$ cat config.mk
export PLATFORM = sky130hd
export DESIGN_NAME = serial_adder
export DESIGN_NICKNAME = d
export VERILOG_FILES = /design/src/rtl/serial_adder.sv
export SDC_FILE = /design/constraint.sdc
export NUM_CORES = 1
export LEC_CHECK = 0
export CAP_MARGIN = 20
export CORE_ASPECT_RATIO = 1.4
export CORE_MARGIN = 3
export CORE_UTILIZATION = 40
export DETAILED_ROUTE_END_ITERATION = 10
export PLACE_DENSITY = 0.65
export SKIP_CTS_REPAIR_TIMING = 1
export SLEW_MARGIN = 20
export SYNTH_ARGS = -nofsm -noshare
export SYNTH_HDL_FRONTEND = slang
export SYNTH_SLANG_ARGS = --single-unit
export TNS_END_PERCENT = 1
$ cat constraint.sdc
create_clock -name clk_in -period 1.62 [get_ports clk_in]
set_input_delay 0.486 -clock clk_in [delete_from_list [all_inputs] [get_ports clk_in]]
set_output_delay 0.486 -clock clk_in [all_outputs]
set_load 0.005 [all_outputs]
$ cat src/rtl/serial_adder.sv
// Bit-serial WIDTH-bit adder: one full_adder cell, a carry flop, operand shift registers and a bit counter.
// Optional signed-overflow output ovf_out is built only when SERIAL_ADDER_OVF_EN is defined.

module full_adder (
    input  logic a,
    input  logic b,
    input  logic ci,
    output logic s,
    output logic co
);
    assign s  = a ^ b ^ ci;
    assign co = (a & b) | (a & ci) | (b & ci);
endmodule

module serial_adder #(
    parameter int WIDTH = 8
) (
    input  logic             clk_in,
    input  logic             rst_n_in,
    input  logic             start_in,
    input  logic [WIDTH-1:0] a_in,
    input  logic [WIDTH-1:0] b_in,
    input  logic             c_in,
    output logic             busy_out,
    output logic             done_out,
    output logic [WIDTH-1:0] sum_out,
    output logic             carry_out
`ifdef SERIAL_ADDER_OVF_EN
    ,
    output logic             ovf_out
`endif
);
    localparam int CNT_W = $clog2(WIDTH);
    localparam logic [CNT_W-1:0] LAST_BIT = CNT_W'(WIDTH - 1);

    typedef enum logic [1:0] {
        IDLE = 2'd0,
        RUN  = 2'd1,
        DONE = 2'd2
    } state_t;

    state_t             state_reg, state_next;
    logic [WIDTH-1:0]   a_sh_reg, a_sh_next;
    logic [WIDTH-1:0]   b_sh_reg, b_sh_next;
    // Only WIDTH-1 sum bits are stored; the MSB comes straight from the cell on the final step.
    logic [WIDTH-2:0]   s_sh_reg, s_sh_next;
    logic               cy_reg, cy_next;
    logic [CNT_W-1:0]   cnt_reg, cnt_next;
    logic [WIDTH-1:0]   sum_reg, sum_next;
    logic               carry_reg, carry_next;
`ifdef SERIAL_ADDER_OVF_EN
    logic               ovf_reg, ovf_next;
`endif

    logic               fa_s;
    logic               fa_co;
    logic [WIDTH-1:0]   a_shift;
    logic [WIDTH-1:0]   b_shift;
    logic [WIDTH-2:0]   s_shift;

    full_adder u_fa (
        .a  (a_sh_reg[0]),
        .b  (b_sh_reg[0]),
        .ci (cy_reg),
        .s  (fa_s),
        .co (fa_co)
    );

    // Right-shift networks: operands drain LSB first, sum bits enter at the top.
    genvar gi;
    generate
        for (gi = 0; gi < WIDTH - 1; gi++) begin : g_op_shift
            assign a_shift[gi] = a_sh_reg[gi+1];
            assign b_shift[gi] = b_sh_reg[gi+1];
        end
        for (gi = 0; gi < WIDTH - 2; gi++) begin : g_sum_shift
            assign s_shift[gi] = s_sh_reg[gi+1];
        end
    endgenerate

    assign a_shift[WIDTH-1] = 1'b0;
    assign b_shift[WIDTH-1] = 1'b0;
    assign s_shift[WIDTH-2] = fa_s;

    always_ff @(posedge clk_in or negedge rst_n_in) begin
        if (!rst_n_in) begin
            state_reg <= IDLE;
            a_sh_reg  <= '0;
            b_sh_reg  <= '0;
            s_sh_reg  <= '0;
            cy_reg    <= 1'b0;
            cnt_reg   <= '0;
            sum_reg   <= '0;
            carry_reg <= 1'b0;
`ifdef SERIAL_ADDER_OVF_EN
            ovf_reg   <= 1'b0;
`endif
        end else begin
            state_reg <= state_next;
            a_sh_reg  <= a_sh_next;
            b_sh_reg  <= b_sh_next;
            s_sh_reg  <= s_sh_next;
            cy_reg    <= cy_next;
            cnt_reg   <= cnt_next;
            sum_reg   <= sum_next;
            carry_reg <= carry_next;
`ifdef SERIAL_ADDER_OVF_EN
            ovf_reg   <= ovf_next;
`endif
        end
    end

    always_comb begin
        state_next = state_reg;
        a_sh_next  = a_sh_reg;
        b_sh_next  = b_sh_reg;
        s_sh_next  = s_sh_reg;
        cy_next    = cy_reg;
        cnt_next   = cnt_reg;
        sum_next   = sum_reg;
        carry_next = carry_reg;
`ifdef SERIAL_ADDER_OVF_EN
        ovf_next   = ovf_reg;
`endif
        case (state_reg)
            IDLE: begin
                if (start_in) begin
                    a_sh_next  = a_in;
                    b_sh_next  = b_in;
                    cy_next    = c_in;
                    s_sh_next  = '0;
                    cnt_next   = '0;
                    state_next = RUN;
                end
            end
            RUN: begin
                a_sh_next = a_shift;
                b_sh_next = b_shift;
                s_sh_next = s_shift;
                cy_next   = fa_co;
                if (cnt_reg == LAST_BIT) begin
                    // Results are published only here, so sum_out never shows partial bits.
                    sum_next   = {fa_s, s_sh_reg};
                    carry_next = fa_co;
`ifdef SERIAL_ADDER_OVF_EN
                    ovf_next   = cy_reg ^ fa_co;
`endif
                    state_next = DONE;
                end else begin
                    cnt_next = cnt_reg + CNT_W'(1);
                end
            end
            DONE: begin
                state_next = IDLE;
            end
            default: begin
                state_next = IDLE;
            end
        endcase
    end

    assign busy_out  = (state_reg == RUN);
    assign done_out  = (state_reg == DONE);
    assign sum_out   = sum_reg;
    assign carry_out = carry_reg;
`ifdef SERIAL_ADDER_OVF_EN
    assign ovf_out   = ovf_reg;
`endif

endmodule

==> results.cfg, run 1 <==
[status]
status = finished with violations
violations = negative setup slack

[pwr]
intPower_mw = 2.83
p_switching_mw = 1.42
p_clk_share_pct = 15.5
seqPwrFrac_pct = 39.0
p_leak_nw = 1.21
swShare_pct = 33.4
powerDensity_nw_per_um2 = 1680
peakVddDrop_mv = 0.771
p_comb_share_pct = 45.5

[clock_tree]
numClockSinks = 38
insertion_delay_ns = 0.28
cts_tree = yes
htreeDepth = 2
clk_path_buf_depth = 2
cts_buffers = 5
clk_pin_slew_worst_paths_ns = 0.07
cts-root-buf = clkbuf_8

[timing]
setup_tns_ns = -0.445
final-hold-violation-count = 0
finalSetupViolCount = 2
slew_headroom_pct = 71.6
clock_skew_ns = 0.00443
tightest_slew_ns = 0.426
finalMaxSlewViolations = 0
fin_crit_ns = 1.85
fmax_mhz = 540
fin_crit_sh_pct = 114
rsz0062_at_grt = true
fin_hold_ws_ns = 0.128
fin_ws_ns = -0.231

[grt]
grt_pass1_wl_um = 6720
grt_max_degree = 40
grt_pass1_vias = 1451
antenna_found_initial = 0
grt_overflow = 0
grt_use_total_pct = 14.9

[logic_synthesis]
yosysTopAreaCellShare_pct = 47.5
yosysWarnings = 0
ys_top_cells_by_area = dfrtp_1 (48%), a211oi_2 (8.1%), mux2_4 (6.8%)
synth_area_leader_cell = dfrtp_1
ys_ff_latch = 38
avgSynthCellArea_um2 = 13.4
ys_types = 24
syn_nets = 172
syn_inst = 149
ys_seq_area_share_pct = 47.5
synth_area_um2 = 2000

[critical_path]
path_max_fanout = 3
critPathCaptureType = primary output
path_class = reg -> out
cpPeakStageDelay_ns = 0.52
cp-start-kind = flop
cp.required_ns = 1.13
arrival_ns = 1.36
path_cells = nor2b_2 > clkdlybuf4s50_1
slowest_stage = clkdlybuf4s50_1

[floorplanning]
die_height_um = 89.7
core_area_um2 = 4680
die_width_um = 65.8
initial_core_util_pct = 42.7
die-area_um2 = 5900
io_pins = 31
rows = 29

[final_layout]
num_antenna_cells = 0
layout_commonest_cell = dfrtp_1
area_growth_syn_to_layout_pct = 26.5
fillers = 398
finalCoreUtilization_pct = 54.1
mostFrequentLayoutCells = dfrtp_1 (38), clkdlybuf4s50_1 (20), inv_1 (17)
drive_gt1_share_pct = 31.0
nets = 209

[detailed_routing]
route.detailed.drc = 0
drt-total-wl_um = 3890
drt_iter0_markers = 27
dr.pass1.iters = 5
vias = 1346
wl_per_cell_um = 15.6
drtAntennaViolNets = 0
vias_per_cell = 5.41

[run]
drv_cap = 0

[placement]
place.gp.congestion = 0.729
dpl.hpwl_um = 2800
io_buffer_count = 30

[hold_path]
hold_path_class = in -> async
==> logic make-up after synthesis <==
kind of cell             share of synthesized area (%)
AO/OA/AOI/OAI                                     15.8
multiplexers                                      6.75
buffers and inverters                             8.57
adder cells (fa/ha/maj)                           2.25
AND/OR/NAND/NOR                                   19.1
flip-flops                                        47.5
==> worst paths after layout <==
| kind | depth (start not counted) | from | slack, ns | endpoint |
|---|---|---|---|---|
| setup / recovery | 2 | state_reg[1] | -0.23 | done_out |
| hold / removal | 1 | rst_n_in | 0.13 | sum_out[0] |
| setup reg to reg | 4 | state_reg[0] | 0.06 | sum_out[6] |
| hold reg to reg | 1 | sum_out[5] | 0.51 | sum_out[5] |
| max in group asynchronous | 2 | rst_n_in | 1.03 | b_sh_reg[0] |
| min in group clk_in | 1 | sum_out[5] | 0.51 | sum_out[5] |
==> Yosys cell counts <==
cell,number
dfrtp_1,38
inv_1,17
a211oi_2,13
nor3b_1,12
a22o_1,9
mux2_4,9
nor4b_2,9
buf_6,7
nor4b_1,7
buf_2,5
a211o_1,3
and3_1,3
ha_1,2
nand2b_1,2
nor2b_1,2
nor3b_2,2
nor4bb_1,2
a21oi_1,1
a221oi_1,1
a221oi_2,1
clkbuf_1,1
fa_1,1
nand3b_1,1
o21bai_4,1
==> power groups by stage <==
stage	registers, mW	logic (mW)	clock network [mW]
2_1_floorplan	1.62	1.39	0
6_report	1.65	1.93	0.659
3_5_place_dp	1.68	1.96	0
3_3_place_gp	1.65	1.87	0
5_1_grt	1.71	2.14	0.722
4_1_cts	1.67	1.96	0.685
==> critical path, delay by kind of cell, from the launching register on <==
| kind | cells | cell delay (ns) |
|---|---|---|
| buf+inv | 1 | 0.52 |
| flops | 1 | 0.38 |
| simple gates | 1 | 0.18 |
==> stage by stage <==
step           instance area (um^2)  cells  worst slack [ns]  total power [mW]
5_1_grt                        2530    249            -0.310              4.58
2_1_floorplan                  2000    149             0.121              3.02
6_report                       2530    249            -0.231              4.24
3_5_place_dp                   2390    240            -0.135              3.64
4_1_cts                        2480    248            -0.284              4.31
3_3_place_gp                   2390    240            -0.101              3.53
==> metal layers <==
layer	global-route usage (%)	vias up	share of wire, %
met1	18.0	680	44
met2	25.5	40	50
met4	6.04	0	1.5
met5	0	-	0
li1	-	617	-
met3	3.24	9	4.5
==> cell type report <==
class                           count  area (um^2)  area share [%]
Tap cell                           62         77.6            3.06
Sequential cell                    38          951            37.6
Timing Repair Buffer               43          464            18.3
Clock inverter                      1         5.00           0.198
Clock buffer                        7         86.3            3.41
Multi-Input combinational cell     81          883            34.9
Inverter                           17         63.8            2.52
Note: power is estimated with default switching activity, not from simulation.
==> run 2: changes to the inputs <==
--- a/config.mk
+++ b/config.mk
@@ -10,6 +10,7 @@
 export CORE_MARGIN = 3
 export CORE_UTILIZATION = 40
 export DETAILED_ROUTE_END_ITERATION = 10
+export GPL_TIMING_DRIVEN = 0
 export PLACE_DENSITY = 0.65
 export SKIP_CTS_REPAIR_TIMING = 1
 export SLEW_MARGIN = 20
==> run 2 against run 1 <==
The run still ends with negative setup slack left. Critical path depth rose by 2. Core utilization increased by 1.2 points. Combinational power up 6%. Fmax grew 14%. Global-route usage rose by 0.41 points. Sequential cell count unchanged. Critical endpoint unchanged. Largest cell class unchanged.
==> results.cfg, run 2 (same netlist as run 1, synthesis figures left out) <==
[timing]
clock_skew_ns = 0.00459
finalMaxSlewViolations = 0
finalSetupViolCount = 1
tightest_slew_ns = 0.463
fin_ws_ns = -0.00646
final-hold-violation-count = 0
rsz0062_at_grt = true
fin_crit_ns = 1.63
slew_headroom_pct = 69.1
fmax_mhz = 615
fin_crit_sh_pct = 100

[detailed_routing]
drt-total-wl_um = 4250
vias = 1340
wl_per_cell_um = 16.6
drt_iter0_markers = 72
dr.pass1.iters = 4
drtAntennaViolNets = 0
vias_per_cell = 5.23
route.detailed.drc = 0

[critical_path]
reg2reg_from = cnt_reg[0]
critPathCaptureType = primary output
slowest_stage = dfrtp_1
crit_end = done_out
path_delay_family = flip-flops
path_class = reg -> out
arrival_ns = 1.14
path_buf_inv = 3
cp_num_cells = 4
startpoint = state_reg[1]
path_max_fanout = 6
path_cells = buf_6 > buf_8 > nor2b_1 > clkbuf_2
rr_endpoint = sum_out[7]
cp-start-kind = flop
cp.required_ns = 1.13
ff2ff_setup_slack_ns = 0.06
rr_worst_depth = 5
cpPeakStageDelay_ns = 0.37

[pwr]
p_leak_nw = 1.26
powerDensity_nw_per_um2 = 1690
p_comb_share_pct = 46.6
p_total_mw = 4.38
seqPwrFrac_pct = 38.1
intPower_mw = 2.90
swShare_pct = 33.9
p_switching_mw = 1.48
p_clk_share_pct = 15.3
peakVddDrop_mv = 0.680

[floorplanning]
rows = 29
die-area_um2 = 5900
die_width_um = 65.8
io_pins = 31
die_height_um = 89.7
core_area_um2 = 4680
initial_core_util_pct = 42.7

[grt]
grt_overflow = 0
grt_use_total_pct = 15.3
antenna_found_initial = 0
grt_max_degree = 25
grt_pass1_vias = 1417
grt_pass1_wl_um = 6840

[final_layout]
layout_commonest_cell = dfrtp_1
drive_gt1_share_pct = 35.1
stdcell_area_um2 = 2590
multiInputGateArea_um2 = 887
seqCellArea_um2 = 952
num_antenna_cells = 0
fillers = 408
nets = 216
area_growth_syn_to_layout_pct = 29.4
mostFrequentLayoutCells = dfrtp_1 (37), inv_1 (17), clkdlybuf4s50_1 (17)

[hold_path]
hold_path_class = in -> async

[placement]
place_area_um2 = 2400
io_buffer_count = 30
dpl.hpwl_um = 2950
place.gp.congestion = 0.727

[clock_tree]
cts_buffers = 5
htreeDepth = 2
clk_pin_slew_worst_paths_ns = 0.07
numClockSinks = 38
cts-root-buf = clkbuf_8
clk_path_buf_depth = 2
insertion_delay_ns = 0.29
cts_tree = yes

[status]
status = finished with violations
violations = negative setup slack

[run]
drv_cap = 0
==> run 2: cell types whose count changed in the layout (fill, tap and decap cells not counted), sizes merged <==
cell / previous run / this run
dlymetal6s2s: 9 / 10
buf: 14 / 22
clkdlybuf4s50: 20 / 17
clkbuf: 7 / 8
==> run 2: area by class of cell <==
class	count	share of cell area, %
flip-flops and latches	38	36.8
multi-input cells	81	34.3
repair buffers	37	15.0
plain buffers	13	4.93
clock buffers	7	3.33
well taps	62	3.00
inverters	17	2.46
clock inverters	1	0.193
==> run 2: stage by stage <==
step / utilization, % / setup WS, ns / TNS (ns) / hold WS [ns] / std cells
4_1_cts: 53.2 / -0.739 / -1.47 / 0.119 / 250
5_1_grt: 55.3 / -0.0422 / -0.0826 / 0.132 / 256
3_5_place_dp: 51.3 / -0.412 / -6.36 / 0.434 / 242
2_1_floorplan: - / 0.121 / 0 / 0.190 / 149
3_3_place_gp: 50.8 / -0.791 / -35.24 / 0.488 / 241
6_report: 55.3 / -0.00646 / -0.00646 / 0.113 / 256
==> run 2: power groups by stage <==
| stage | clock [mW] | combinational [mW] | sequential (mW) |
|---|---|---|---|
| after floorplan | 0 | 1.39 | 1.62 |
| after global placement | 0 | 1.90 | 1.66 |
| after detailed placement | 0 | 1.99 | 1.69 |
| after CTS | 0.685 | 1.99 | 1.67 |
| after global routing | 0.725 | 2.23 | 1.73 |
| final | 0.671 | 2.04 | 1.67 |
==> run 2: worst min path at each step <==
stage / cells past startpoint / slack, ns / end / startpoint
2_1_floorplan: 0 / 0.19 / a_sh_reg[0] / rst_n_in
3_3_place_gp: 1 / 0.49 / cnt_reg[1] / cnt_reg[1]
3_5_place_dp: 1 / 0.43 / sum_out[0] / rst_n_in
4_1_cts: 1 / 0.12 / sum_out[0] / rst_n_in
5_1_grt: 1 / 0.13 / sum_out[0] / rst_n_in
6_report: 1 / 0.11 / sum_out[0] / rst_n_in
==> run 2: routing by layer <==
metal	vias up	global-route usage (%)	wire, um	share of wire (%)
li1	634	-	-	-
met1	665	18.6	1820	43
met2	34	26.2	2190	51
met3	7	3.24	173	4.1
met4	0	6.23	70	1.6
met5	-	0	0	0
==> run 2: worst reg2reg max path: stages, from the launching register on <==
cell and delay (ns):
dfrtp_1 0.41, ha_1 0.21, ha_2 0.22, nand3b_1 0.11
buf_6 0.18, mux2_4 0.32
==> run 3: changes to the inputs <==
--- a/config.mk
+++ b/config.mk
@@ -9,6 +9,7 @@
 export CORE_ASPECT_RATIO = 1.4
 export CORE_MARGIN = 3
 export CORE_UTILIZATION = 40
+export CTS_BUF_LIST = sky130_fd_sc_hd__clkbuf_16
 export DETAILED_ROUTE_END_ITERATION = 10
 export GPL_TIMING_DRIVEN = 0
 export PLACE_DENSITY = 0.65
==> run 3 against run 2 <==
The run still ends with negative setup slack left. Via count is 0.30% lower. Largest cell class unchanged. Clock skew is 0.0016 ns lower. Critical path type unchanged. Non-clock buffer count stayed put.
==> results.cfg, run 3 (same netlist as run 1, synthesis figures left out) <==
[detailed_routing]
routed.top_layer = met4
drt_iter0_markers = 79
route.met3.wl_um = 223
vias_per_cell = 5.22
met2_length_um = 2230
drt-total-wl_um = 4270
route.detailed.drc = 0
vias = 1336
wl_per_cell_um = 16.7
drtAntennaViolNets = 0
wl_met1_um = 1740
dr.pass1.iters = 4

[timing]
fin_ws_ns = -0.0258
finalSetupViolCount = 1
slew_headroom_pct = 70.0
rsz0062_at_grt = true
final-hold-violation-count = 0
fmax_mhz = 608
clock_skew_ns = 0.00298
fin_crit_sh_pct = 102
tightest_slew_ns = 0.449
fin_crit_ns = 1.65
finalMaxSlewViolations = 0

[grt]
grt_pass1_vias = 1420
grt_overflow = 0
antenna_found_initial = 0
grt_max_degree = 25
grt_pass1_wl_um = 6870
grt_use_total_pct = 15.7

[hold_path]
hold_path_class = in -> async

[final_layout]
layout_commonest_cell = dfrtp_1
layout.cells.non_filler = 256
seqCellArea_um2 = 952
stdcell_area_um2 = 2640
multiInputGateArea_um2 = 887
num_antenna_cells = 0
nets = 216
area_growth_syn_to_layout_pct = 32.1
fillers = 398
mostFrequentLayoutCells = dfrtp_1 (37), inv_1 (18), clkdlybuf4s50_1 (17)
drive_gt1_share_pct = 34.0

[critical_path]
cp-start-kind = flop
critPathCaptureType = primary output
cp.required_ns = 1.13
path_class = reg -> out
arrival_ns = 1.16
path_max_fanout = 6

[clock_tree]
numClockSinks = 38
cts_buffers = 5
cts-root-buf = clkbuf_16
insertion_delay_ns = 0.28
clk_path_buf_depth = 2
htreeDepth = 2
clk_pin_slew_worst_paths_ns = 0.05
cts_tree = yes

[floorplanning]
core_area_um2 = 4680
io_pins = 31
die-area_um2 = 5900
rows = 29
initial_core_util_pct = 42.7
die_height_um = 89.7
die_width_um = 65.8

[status]
violations = negative setup slack
status = finished with violations

[placement]
io_buffer_count = 30
place_area_um2 = 2400
place_worst_setup_slack_ns = -0.412
place_inst = 242
place.gp.congestion = 0.727
dpl.hpwl_um = 2950

[pwr]
peakVddDrop_mv = 0.752
p_leak_nw = 1.30
powerDensity_nw_per_um2 = 1750

[run]
drv_cap = 0
[run 3: cell count changes in the layout (fill, tap and decap cells not counted)]
cell,change
inv_1,+1
dlymetal6s2s_1,+1
clkbuf_16,+5
clkbuf_8,-6
clkbuf_1,-1
clkinv_1,+1
clkbuf_2,-1
[run 3: per-layer routing]
metal  global-route usage, %  vias up
met5                       0        -
met4                    6.79        0
met3                    4.73        6
met2                    26.5       37
met1                    18.4      660
li1                        -      633
[run 3: final timing paths]
check	from	endpoint	slack, ns	cells past startpoint
worst max-delay path	state_reg[1]	done_out	-0.03	4
worst min-delay path	rst_n_in	sum_out[0]	0.12	1
worst max register to register	cnt_reg[0]	sum_out[2]	0.05	5
worst min register to register	sum_out[3]	sum_out[3]	0.51	1
max in group asynchronous	rst_n_in	b_sh_reg[5]	1.06	2
min in group clk_in	sum_out[3]	sum_out[3]	0.51	1
[run 3: through the flow]
stage	total power, mW	hold slack (ns)	TNS, ns	utilization (%)
5_1_grt	4.93	0.147	-0.0744	56.5
6_report	4.63	0.122	-0.0258	56.5
4_1_cts	4.60	0.133	-1.32	54.2
3_5_place_dp	3.67	0.434	-6.36	51.3
3_3_place_gp	3.55	0.488	-35.24	50.8
2_1_floorplan	3.02	0.190	0	-
[run 3: layout make-up]
type	instances	area share, %
plain buffers	13	4.83
clock buffers	5	4.73
clock inverters	3	0.473
inverters	17	2.41
multi-input cells	81	33.6
flip-flops and latches	38	36.0
well taps	62	2.94
repair buffers	37	15.0
[run 3: critical path, stage by stage, from the launching register on]
cell	delay, ns
dfrtp_1	0.37
buf_6	0.13
buf_8	0.12
nor2b_1	0.12
dlymetal6s2s_1	0.14
[run 3: power breakdown]
| group | leakage, nW | internal [mW] | total (mW) | switching [mW] |
|---|---|---|---|---|
| registers | 0.457 | 1.39 | 1.67 | 0.285 |
| logic | 0.772 | 1.17 | 2.04 | 0.871 |
| clock network | 0.0724 | 0.556 | 0.918 | 0.363 |
==> RTL change: new RTL, config.mk and constraints of run 1 <==
Set the parameter `WIDTH` to 4 (it was 8).
--- a/src/rtl/serial_adder.sv
+++ b/src/rtl/serial_adder.sv
@@ -14,5 +14,5 @@
 
 module serial_adder #(
-    parameter int WIDTH = 8
+    parameter int WIDTH = 4
 ) (
     input  logic             clk_in,
Ports: changed (resized a_in, b_in and sum_out); port bits go from 31 to 19. No check against the original RTL was run, so the function may have changed too.
==> RTL change against run 1 <==
- sequential cell count decreased by 17
- setup slack improved by 0.31 ns
- area after synthesis decreased by 52%
- synthesized cell count decreased by 46%
- non-clock buffer count decreased by 18
- routed wire length decreased by 49%
- worst hold slack improved by 0.38 ns
- global-route usage about the same
- via count decreased by 46%
- combinational power decreased by 41%
- cell area decreased by 50%
- critical path depth increased by 1
- power decreased by 45%
- critical path type unchanged
- critical endpoint is now busy_out
- largest cell class unchanged
- highest routed layer unchanged
==> RTL change: results (changes against run 1) <==
Yosys cell types 21 (was 24); Final HPWL DP 1450 µm (was 2800 µm); Num CTS Buffers 3 (was 5); vias after detailed routing 726 (was 1,346); synth warn 0 (unchanged); Max FO, Critical Path 3 (unchanged); status finished, final reports clean (was finished, violations left); VDD IR max 0.000827 V (was 0.000771 V); Tot GR Track Use 14.8% (was 14.9%); Async SR Flop Fraction 100% (unchanged); skew final 0.000718 ns (was 0.00443 ns); Iteration-0 DRC Markers 4 (was 27); top cells by count, synth dfrtp_1 (21), nor2_1 (11), o22ai_1 (7), o32ai_1 (7), a22o_1 (6) (was dfrtp_1 (38), inv_1 (17), a211oi_2 (13)); FMAX 650 MHz (was 540 MHz); M1 WL 874 µm (was 1690 µm); Hold Path Class primary input to asynchronous set/reset pin (unchanged); number of diodes 0 (unchanged); met3 WL post-DR 105 µm (was 175 µm); met2 routed WL 976 µm (was 1960 µm); routed len/inst 15.4 µm (was 15.6 µm); Leak 0.000652 µW (was 0.00121 µW); synth top area cells dfrtp_1 (54%), mux2_4 (7.8%), o32ai_1 (6.3%) (was dfrtp_1 (48%), a211oi_2 (8.1%), mux2_4 (6.8%)); first-pass GRT wire length 3330 µm (was 6720 µm); crit path DAT 1.05 ns (was 1.36 ns); Clock Tree Root clkbuf_4 (was clkbuf_8); GP Congestion 0.729 (about the same); largest net degree at the start of global routing 22 (was 40); IO Port Bufs 18 (was 30); reg2reg setup slack 0.20 ns (was 0.06 ns); non-filler cells, final 128 (was 249); Synth Net Count 94 (was 172); hold_ws 0.513 ns (was 0.128 ns); Post-DP Area 1200 µm² (was 2390 µm²); CTS clock-pin slew for the worst setup and hold paths 0.12 ns (was 0.07 ns); antenna violations before repair 0 (unchanged); clock buffer depth 2 (unchanged); vias in the first global route 694 (was 1,451); max layer used met4 (unchanged); worst slew pin tran 0.274 ns (was 0.426 ns); Skew-Pair Late Insertion Delay 0.30 ns (was 0.28 ns); 1st-pass router iterations 4 (was 5); H-tree lvl count 1 (was 2); Setup WS pre-CTS -0.0839 ns (was -0.135 ns); Top FF cell, synth dfrtp_1 (unchanged); sequential area share after synthesis 54.4% (was 47.5%); Cells after DPL 124 (was 240); Avg Cell Area, Syn 12.1 µm² (was 13.4 µm²); share of layout cells above drive strength 1 19.8% (was 31.0%)
RTL change: cell families (layout without fill, tap and decap cells):
family	Yosys count	count (layout)	synth area share, %
and+or+nand+nor	19	19	9.33
muxes	7	7	9.97
adders and majority gates	2	2	3.37
AOI/OAI and AO/OA	24	24	18.4
buffers and inverters	7	33	4.53
DFF	21	21	54.4
RTL change: layout make-up:
| class | instances | area, µm² |
|---|---|---|
| Clock buffer | 3 | 22.5 |
| Clock inverter | 1 | 5.00 |
| Fill cell | 199 | 970 |
| Inverter | 4 | 22.5 |
| Multi-Input combinational cell | 52 | 404 |
| Sequential cell | 21 | 526 |
| Tap cell | 22 | 27.5 |
| Timing Repair Buffer | 25 | 250 |
RTL change: stage by stage:
step                TNS [ns]  util [%]
floorplan                  0         -
global placement      -0.253      54.1
detailed placement    -0.490      54.1
CTS                    -1.00      55.3
global route               0      56.5
finish                     0      56.5
RTL change: per-layer routing:
metal / vias to the layer above / track usage, %
met5: - / 0
li1: 348 / -
met1: 352 / 21.7
met3: 2 / 2.54
met4: 0 / 5.05
met2: 24 / 21.6
RTL change: worst paths after layout:
| kind | from | end | depth (start not counted) |
|---|---|---|---|
| min in group clk_in | sum_out[0] | sum_out[0] | 1 |
| max | state_reg[1] | busy_out | 3 |
| max in group asynchronous | rst_n_in | b_sh_reg[1] | 2 |
| max reg2reg | state_reg[0] | s_sh_reg[0] | 4 |
| min | rst_n_in | s_sh_reg[0] | 2 |
| min reg2reg | sum_out[0] | sum_out[0] | 1 |
RTL change: worst max-delay path: stages, from the launching register on:
cell	delay [ns]
dfrtp_1	0.42
nand2b_4	0.17
inv_8	0.05
dlymetal6s2s_1	0.11
RTL change: power by group:
group / internal, µW / switching, µW
Clock: 92.0 / 167
Sequential: 764 / 191
Combinational: 647 / 493
Total: 1500 / 850
